[src/rtl/serializer.sv]
// Parallel-to-serial converter: shifts out N bits of a word, one per clock, MSB first.
// Define SERIALIZER_LSB_FIRST_EN to send LSB first instead.
module serializer #(
    parameter int DATA_W = 16,
    parameter int MOD_W  = $clog2(DATA_W)
) (
    input  logic              clk_i,
    input  logic              srst_i,
    input  logic [DATA_W-1:0] data_i,
    input  logic [MOD_W-1:0]  data_mod_i,
    input  logic              data_val_i,
    output logic              ser_data_o,
    output logic              ser_data_val_o,
    output logic              busy_o
);

    typedef enum logic {ST_IDLE, ST_SEND} state_t;

    state_t            state_q, state_d;
    logic [DATA_W-1:0] shreg_q, shreg_d;
    logic [MOD_W:0]    cnt_q, cnt_d;
    logic              ser_q, ser_d;
    logic              val_q, val_d;
    logic              busy_q, busy_d;

    logic [MOD_W:0]    n_bits;
    logic              accept;
    logic              load_bit;
    logic [DATA_W-1:0] load_rest;
    logic              next_bit;
    logic [DATA_W-1:0] next_rest;

    assign n_bits = (data_mod_i == '0) ? (MOD_W+1)'(DATA_W) : {1'b0, data_mod_i};
    assign accept = data_val_i && !busy_q && (n_bits >= (MOD_W+1)'(3));

`ifdef SERIALIZER_LSB_FIRST_EN
    assign load_bit  = data_i[0];
    assign load_rest = data_i >> 1;
    assign next_bit  = shreg_q[0];
    assign next_rest = shreg_q >> 1;
`else
    assign load_bit  = data_i[DATA_W-1];
    assign load_rest = data_i << 1;
    assign next_bit  = shreg_q[DATA_W-1];
    assign next_rest = shreg_q << 1;
`endif

    // The first bit goes straight to the output register at acceptance, so
    // cnt_q counts the bits still queued behind the one currently on the line.
    always_comb begin
        state_d = state_q;
        shreg_d = shreg_q;
        cnt_d   = cnt_q;
        ser_d   = 1'b0;
        val_d   = 1'b0;
        busy_d  = 1'b0;
        if (accept) begin
            state_d = ST_SEND;
            ser_d   = load_bit;
            shreg_d = load_rest;
            cnt_d   = n_bits - (MOD_W+1)'(1);
            val_d   = 1'b1;
            busy_d  = 1'b1;
        end else begin
            case (state_q)
                ST_SEND: begin
                    if (cnt_q != '0) begin
                        ser_d   = next_bit;
                        shreg_d = next_rest;
                        cnt_d   = cnt_q - (MOD_W+1)'(1);
                        val_d   = 1'b1;
                        busy_d  = (cnt_q != (MOD_W+1)'(1));
                    end else begin
                        state_d = ST_IDLE;
                        shreg_d = '0;
                    end
                end
                default: ;
            endcase
        end
    end

    always_ff @(posedge clk_i) begin
        if (srst_i) begin
            state_q <= ST_IDLE;
            shreg_q <= '0;
            cnt_q   <= '0;
            ser_q   <= 1'b0;
            val_q   <= 1'b0;
            busy_q  <= 1'b0;
        end else begin
            state_q <= state_d;
            shreg_q <= shreg_d;
            cnt_q   <= cnt_d;
            ser_q   <= ser_d;
            val_q   <= val_d;
            busy_q  <= busy_d;
        end
    end

    assign ser_data_o     = ser_q;
    assign ser_data_val_o = val_q;
    assign busy_o         = busy_q;

endmodule

[config.mk]
export PLATFORM = sky130hd
export DESIGN_NAME = serializer
export DESIGN_NICKNAME = d
export VERILOG_FILES = /design/src/rtl/serializer.sv
export SDC_FILE = /design/constraint.sdc
export NUM_CORES = 1
export LEC_CHECK = 0
export ABC_AREA = 1
export BUFFER_PORTS_ARGS = -buffer_cell sky130_fd_sc_hd__buf_2
export CAP_MARGIN = 20
export CELL_PAD_IN_SITES_DETAIL_PLACEMENT = 1
export CELL_PAD_IN_SITES_GLOBAL_PLACEMENT = 1
export CORE_MARGIN = 2
export CORE_UTILIZATION = 44
export CTS_BUF_LIST = sky130_fd_sc_hd__clkbuf_4
export CTS_CLUSTER_SIZE = 14
export DETAILED_ROUTE_END_ITERATION = 12
export MAX_ROUTING_LAYER = met4
export PLACE_DENSITY = 0.92
export REMOVE_ABC_BUFFERS = 1
export SYNTH_ARGS = -nofsm -noshare
export SYNTH_HDL_FRONTEND = slang
export SYNTH_SLANG_ARGS = --single-unit
[constraint.sdc]
create_clock -name clk_i -period 2.3 [get_ports clk_i]
set_input_delay 0.23 -clock clk_i [delete_from_list [all_inputs] [get_ports clk_i]]
set_output_delay 0.23 -clock clk_i [all_outputs]
set_load 0.02 [all_outputs]
After elaboration in Yosys (flattened, before gate mapping)
Index checks and enable logic that the tools add are counted.
Word-level totals
  register bits after elaboration: 24
  output and inout port bits: 3
Operators by class
  $add $sub $neg: 2
  magnitude comparators: 1
  equality and inequality tests: 1
  muxes and demuxes: 16
  reduce and logical (&&, ||, !) cells: 9
Operators by type and width (count)
  two-way mux 16 bit: 3
  two-way mux 5 bit: 4
  subtractor 5 x 1 -> 5 bit (second input constant): 2
  two-way mux 1 bit: 9
  greater-or-equal comparator 5 x 2 -> 1 bit (second input constant): 1
  inequality test 5 x 1 -> 1 bit (second input constant): 1
  nonzero test 5 bit: 1
  logical NOT 4 bit: 1
  nonzero test 2 bit: 2
  logical AND 1 bit: 2
  AND reduction 2 bit: 1
  OR reduction 2 bit: 1
  logical NOT 1 bit: 1

Longest topological paths before layout
  word-level depth: 6
  depth in mapped cells: 11
  depth with buffers taken out: 10

Least setup slack after synthesis
OpenSTA, ideal clock, no wires.
  kind: input -> register
  from: input port data_mod_i[0]
  to: register shreg_q[10]
  library setup time: 122 ps
  arrival time: 1214 ps
  data required time: 2178 ps
  setup slack: 965 ps
  cell stages on the path: 9
  cell sequence: inv_1 > ha_1 > nor2_2 > nand3_4 > nand2_4 > buf_2 > nand3b_1 > nand2_1 > a21oi_1
On the way
  cells in the longest elaborated chain, start to end: 5
  elaborated cells between the ends (all ways): 6
  classes of those cells: 1 x order compare; 2 x mux; 3 x reduce/logical
Ends and longest elaborated chain
  start: declaration: line 10  | input logic [MOD_W-1:0] data_mod_i,
  logical NOT 4 bit: line 33  | assign n_bits = (data_mod_i == '0) ? (MOD_W+1)'(DATA_W) : {1'b0, data_mod_i};
  two-way mux 5 bit (*): line 33
  greater-or-equal comparator 5 x 2 -> 1 bit (*): line 34  | assign accept = data_val_i && !busy_q && (n_bits >= (MOD_W+1)'(3));
  logical AND 1 bit (*): line 34
  two-way mux 16 bit or nonzero test 2 bit (tied branches)
  end signal: assignment: line 93  | shreg_q <= shreg_d;
  end: declaration: line 20  | logic [DATA_W-1:0] shreg_q, shreg_d;
Every way passes the cells marked *; elsewhere a longest branch is shown, timed or not.
A chain may end at the register's enable or synchronous reset.

Worst setup path after layout
  from: input port data_mod_i[0]
  to: register shreg_q[11]
Same word-level chain as after synthesis.

==> results.py <==
metrics = {
    "detailed_routing": {
        "viasPerCell": 5.00,
        "finalWirelength_um": 3680,
        "dr_total_vias": 1425,
        "antenna_left": 0,
        "drt_iter0_drc": 60,
        "drt-pass1-iter-count": 4,
        "drc": 0,
        "wl_per_cell_um": 12.9,
    },
    "global_route": {
        "grt_start_max_net_pins": 42,
        "met3_usage_pct": 3.26,
        "overflow": 0,
        "grt_usage_pct": 21.4,
        "grt_first_pass_wirelength_um": 6600,
        "busiest_layer": "met2",
        "use_met1_pct": 27.0,
        "grt_pass1_vias": 1502,
        "grtUsageMet2_pct": 35.5,
        "antenna_found_initial": 0,
    },
    "synthesis": {
        "yosysSeqAreaShare_pct": 31.0,
        "synth.largest_area_cell": "dfxtp_1",
        "netlist_instances": 218,
        "synth.top_cell.area_share_pct": 31.0,
        "netlist_area_um2": 1490,
        "ys_ff_latch": 23,
        "synth_area_per_cell_um2": 6.81,
        "ys_top_cells_by_area": "dfxtp_1 31%, nand2_1 20%, nand3b_1 15%, a21oi_1 6.1%, ha_1 4.2%",
        "synth_warnings": 0,
        "yosysUniqueCellTypes": 24,
    },
    "clock_tree": {
        "cts_tree": "built",
        "insertion_delay_ns": 0.32,
        "numCtsBuffers": 3,
        "root_buffer": "clkbuf_4",
        "clk_path_buf_depth": 2,
        "cts_setup_buffers": 0,
        "cts_resized": 0,
        "ctsHoldBuffers": 0,
        "path_clk_slew_ns": 0.14,
        "clock-sinks": 23,
        "cts_max_level": 1,
    },
    "timing": {
        "slew_violations": 0,
        "period_share_pct": 74.9,
        "final.min_clock_period_ns": 1.72,
        "slew_headroom_pct": 64.2,
        "setup_tns_ns": 0,
        "finClkSkew_ns": 0.00638,
        "setup_viol": 0,
        "rsz0062_at_grt": "no",
        "max_slew.worst_pin.slew_ns": 0.534,
        "timing.hold.ws_ns": 0.113,
        "finalHoldViolations": 0,
        "max_freq_mhz": 581,
    },
    "finish": {
        "final_cell_mix": "80 x nand2_1, 29 x nand3b_1, 25 x buf_2",
        "area_growth_pct": 11.0,
        "final_common_cell": "nand2_1",
        "design_area_um2": 1650,
        "fillCellCount": 453,
        "drive_gt1_share_pct": 18.0,
        "num_antenna_cells": 0,
        "layout.nets": 268,
        "layoutNonFillerInstCount": 285,
    },
    "floorplanning": {
        "start_util_pct": 45.2,
        "io_pins": 26,
        "die_height_um": 62.1,
        "fp.dieW_um": 62.1,
        "die_area_um2": 3860,
        "core_area_um2": 3280,
        "rows": 21,
    },
    "hold_path": {
        "whs_endpoint": "cnt_q[0]$_SDFFE_PP0P_",
        "min_path_cells": 2,
        "min-delay-start": "srst_i",
        "hold_class": "in -> reg",
    },
    "worst_setup_path": {
        "cp_top_family": "simple AND/OR/NAND/NOR gates",
        "worst_ep_arrival_time_ns": 1.98,
        "path_class": "in -> reg",
        "critical_path.cell_chain": "buf_2 > inv_1 > ha_1 > nor2_2 > nand3_4 > nand2_4 > nand2_2 > a21oi_1",
        "critPathLaunchType": "input pin",
        "timing.rr.start": "cnt_q[0]$_SDFFE_PP0P_",
        "reg2regPathDepth": 9,
        "end_kind": "register",
        "max_stage_delay_ns": 0.42,
        "critPathSlowestCell": "nand2_4",
        "crit_buf_inv": 2,
        "required_ns": 2.55,
        "reg2reg_slack_ns": 0.63,
        "worstPathMaxFanout": 41,
        "r2r_end": "cnt_q[3]$_SDFFE_PP0P_",
    },
    "place": {
        "dp_hpwl_um": 2610,
        "place.port_buffers": 25,
        "placedCellCount": 281,
        "place_congestion": 0.781,
        "dpl_cell_area_um2": 1620,
    },
    "power": {
        "ir_drop_uv": 249,
        "power_density_nw_per_um2": 696,
        "power.leakage_nw": 0.837,
    },
    "run_status": {
        "status": "complete, no violations",
    },
    "run": {
        "drv_cap": 0,
    },
}
==> worst reg2reg max path, delay by kind of cell (launching register included) <==
family                     cells  cell delay (ns)
adders and majority gates      1             0.19
DFF                            1             0.35
buffers and inverters          3             0.24
and+or+nand+nor                5             0.81
==> cell families after synthesis <==
family	synth area share (%)
compound gates	7.41
xor+xnor	1.18
fa+ha+maj	4.21
buf+inv	8.42
flops	31.0
simple gates	47.8
==> cells in the mapped netlist <==
cell type / count
buf_6: 2
nand4_1: 1
buf_2: 4
a21oi_1: 18
nand2_2: 2
nor2_1: 7
xor2_1: 2
o21ai_0: 2
nor2_4: 2
nor2_2: 3
dfxtp_1: 23
buf_4: 1
inv_2: 1
inv_1: 15
clkbuf_1: 3
o21ai_1: 2
nand2_1: 80
nand3b_1: 29
nand3_2: 1
clkinv_1: 1
nand3_4: 1
nand2_4: 2
nand3_1: 11
ha_1: 5
==> worst max path at each step <==
stage / startpoint / endpoint / slack [ns] / depth (start not counted)
2_1_floorplan: data_mod_i[0] / shreg_q[15]$_SDFFE_PP0P_ / 0.74 / 7
3_3_place_gp: data_mod_i[0] / shreg_q[15]$_SDFFE_PP0P_ / 0.35 / 8
3_5_place_dp: data_mod_i[0] / shreg_q[11]$_SDFFE_PP0P_ / 0.22 / 8
4_1_cts: data_mod_i[0] / shreg_q[11]$_SDFFE_PP0P_ / 0.56 / 8
5_1_grt: data_mod_i[0] / shreg_q[11]$_SDFFE_PP0P_ / 0.42 / 8
6_report: data_mod_i[0] / shreg_q[11]$_SDFFE_PP0P_ / 0.58 / 8
==> area by class of cell <==
cell class | instances | area (um^2) | area share [%]
multi-input cells | 168 | 900 | 54.6
flip-flops and latches | 23 | 460 | 27.9
repair buffers | 27 | 140 | 8.50
inverters | 17 | 63.8 | 3.87
well taps | 46 | 57.6 | 3.49
clock buffers | 3 | 22.5 | 1.37
clock inverters | 1 | 5.00 | 0.303
==> per-stage QoR <==
stage / setup WS, ns / total power (W) / util (%)
2_1_floorplan: 0.743 / 0.000833 / -
3_3_place_gp: 0.347 / 0.000938 / 49.4
3_5_place_dp: 0.220 / 0.000960 / 49.4
4_1_cts: 0.560 / 0.00116 / 50.2
5_1_grt: 0.419 / 0.00125 / 50.2
6_report: 0.578 / 0.00115 / 50.2
==> sequential cells by signal, indices dropped and copies added, names as in the netlist <==
| name | count |
|---|---|
| busy_o | 1 |
| shreg_q | 15 |
| cnt_q | 5 |
| ser_data_val_o | 1 |
| ser_data_o | 1 |
==> metal layers <==
| metal | up-vias | part of all wire (%) |
|---|---|---|
| li1 | 746 | - |
| met1 | 649 | 49 |
| met2 | 26 | 47 |
| met3 | 4 | 3.4 |
| met4 | 0 | 1.1 |
| met5 | - | 0 |
==> power by group <==
group / total [W] / internal (W) / switching (W)
clock: 0.000196 / 0.0000652 / 0.000131
combinational: 0.000452 / 0.000169 / 0.000283
sequential: 0.000499 / 0.000459 / 0.0000403
Power figures use the tool's default switching activity.
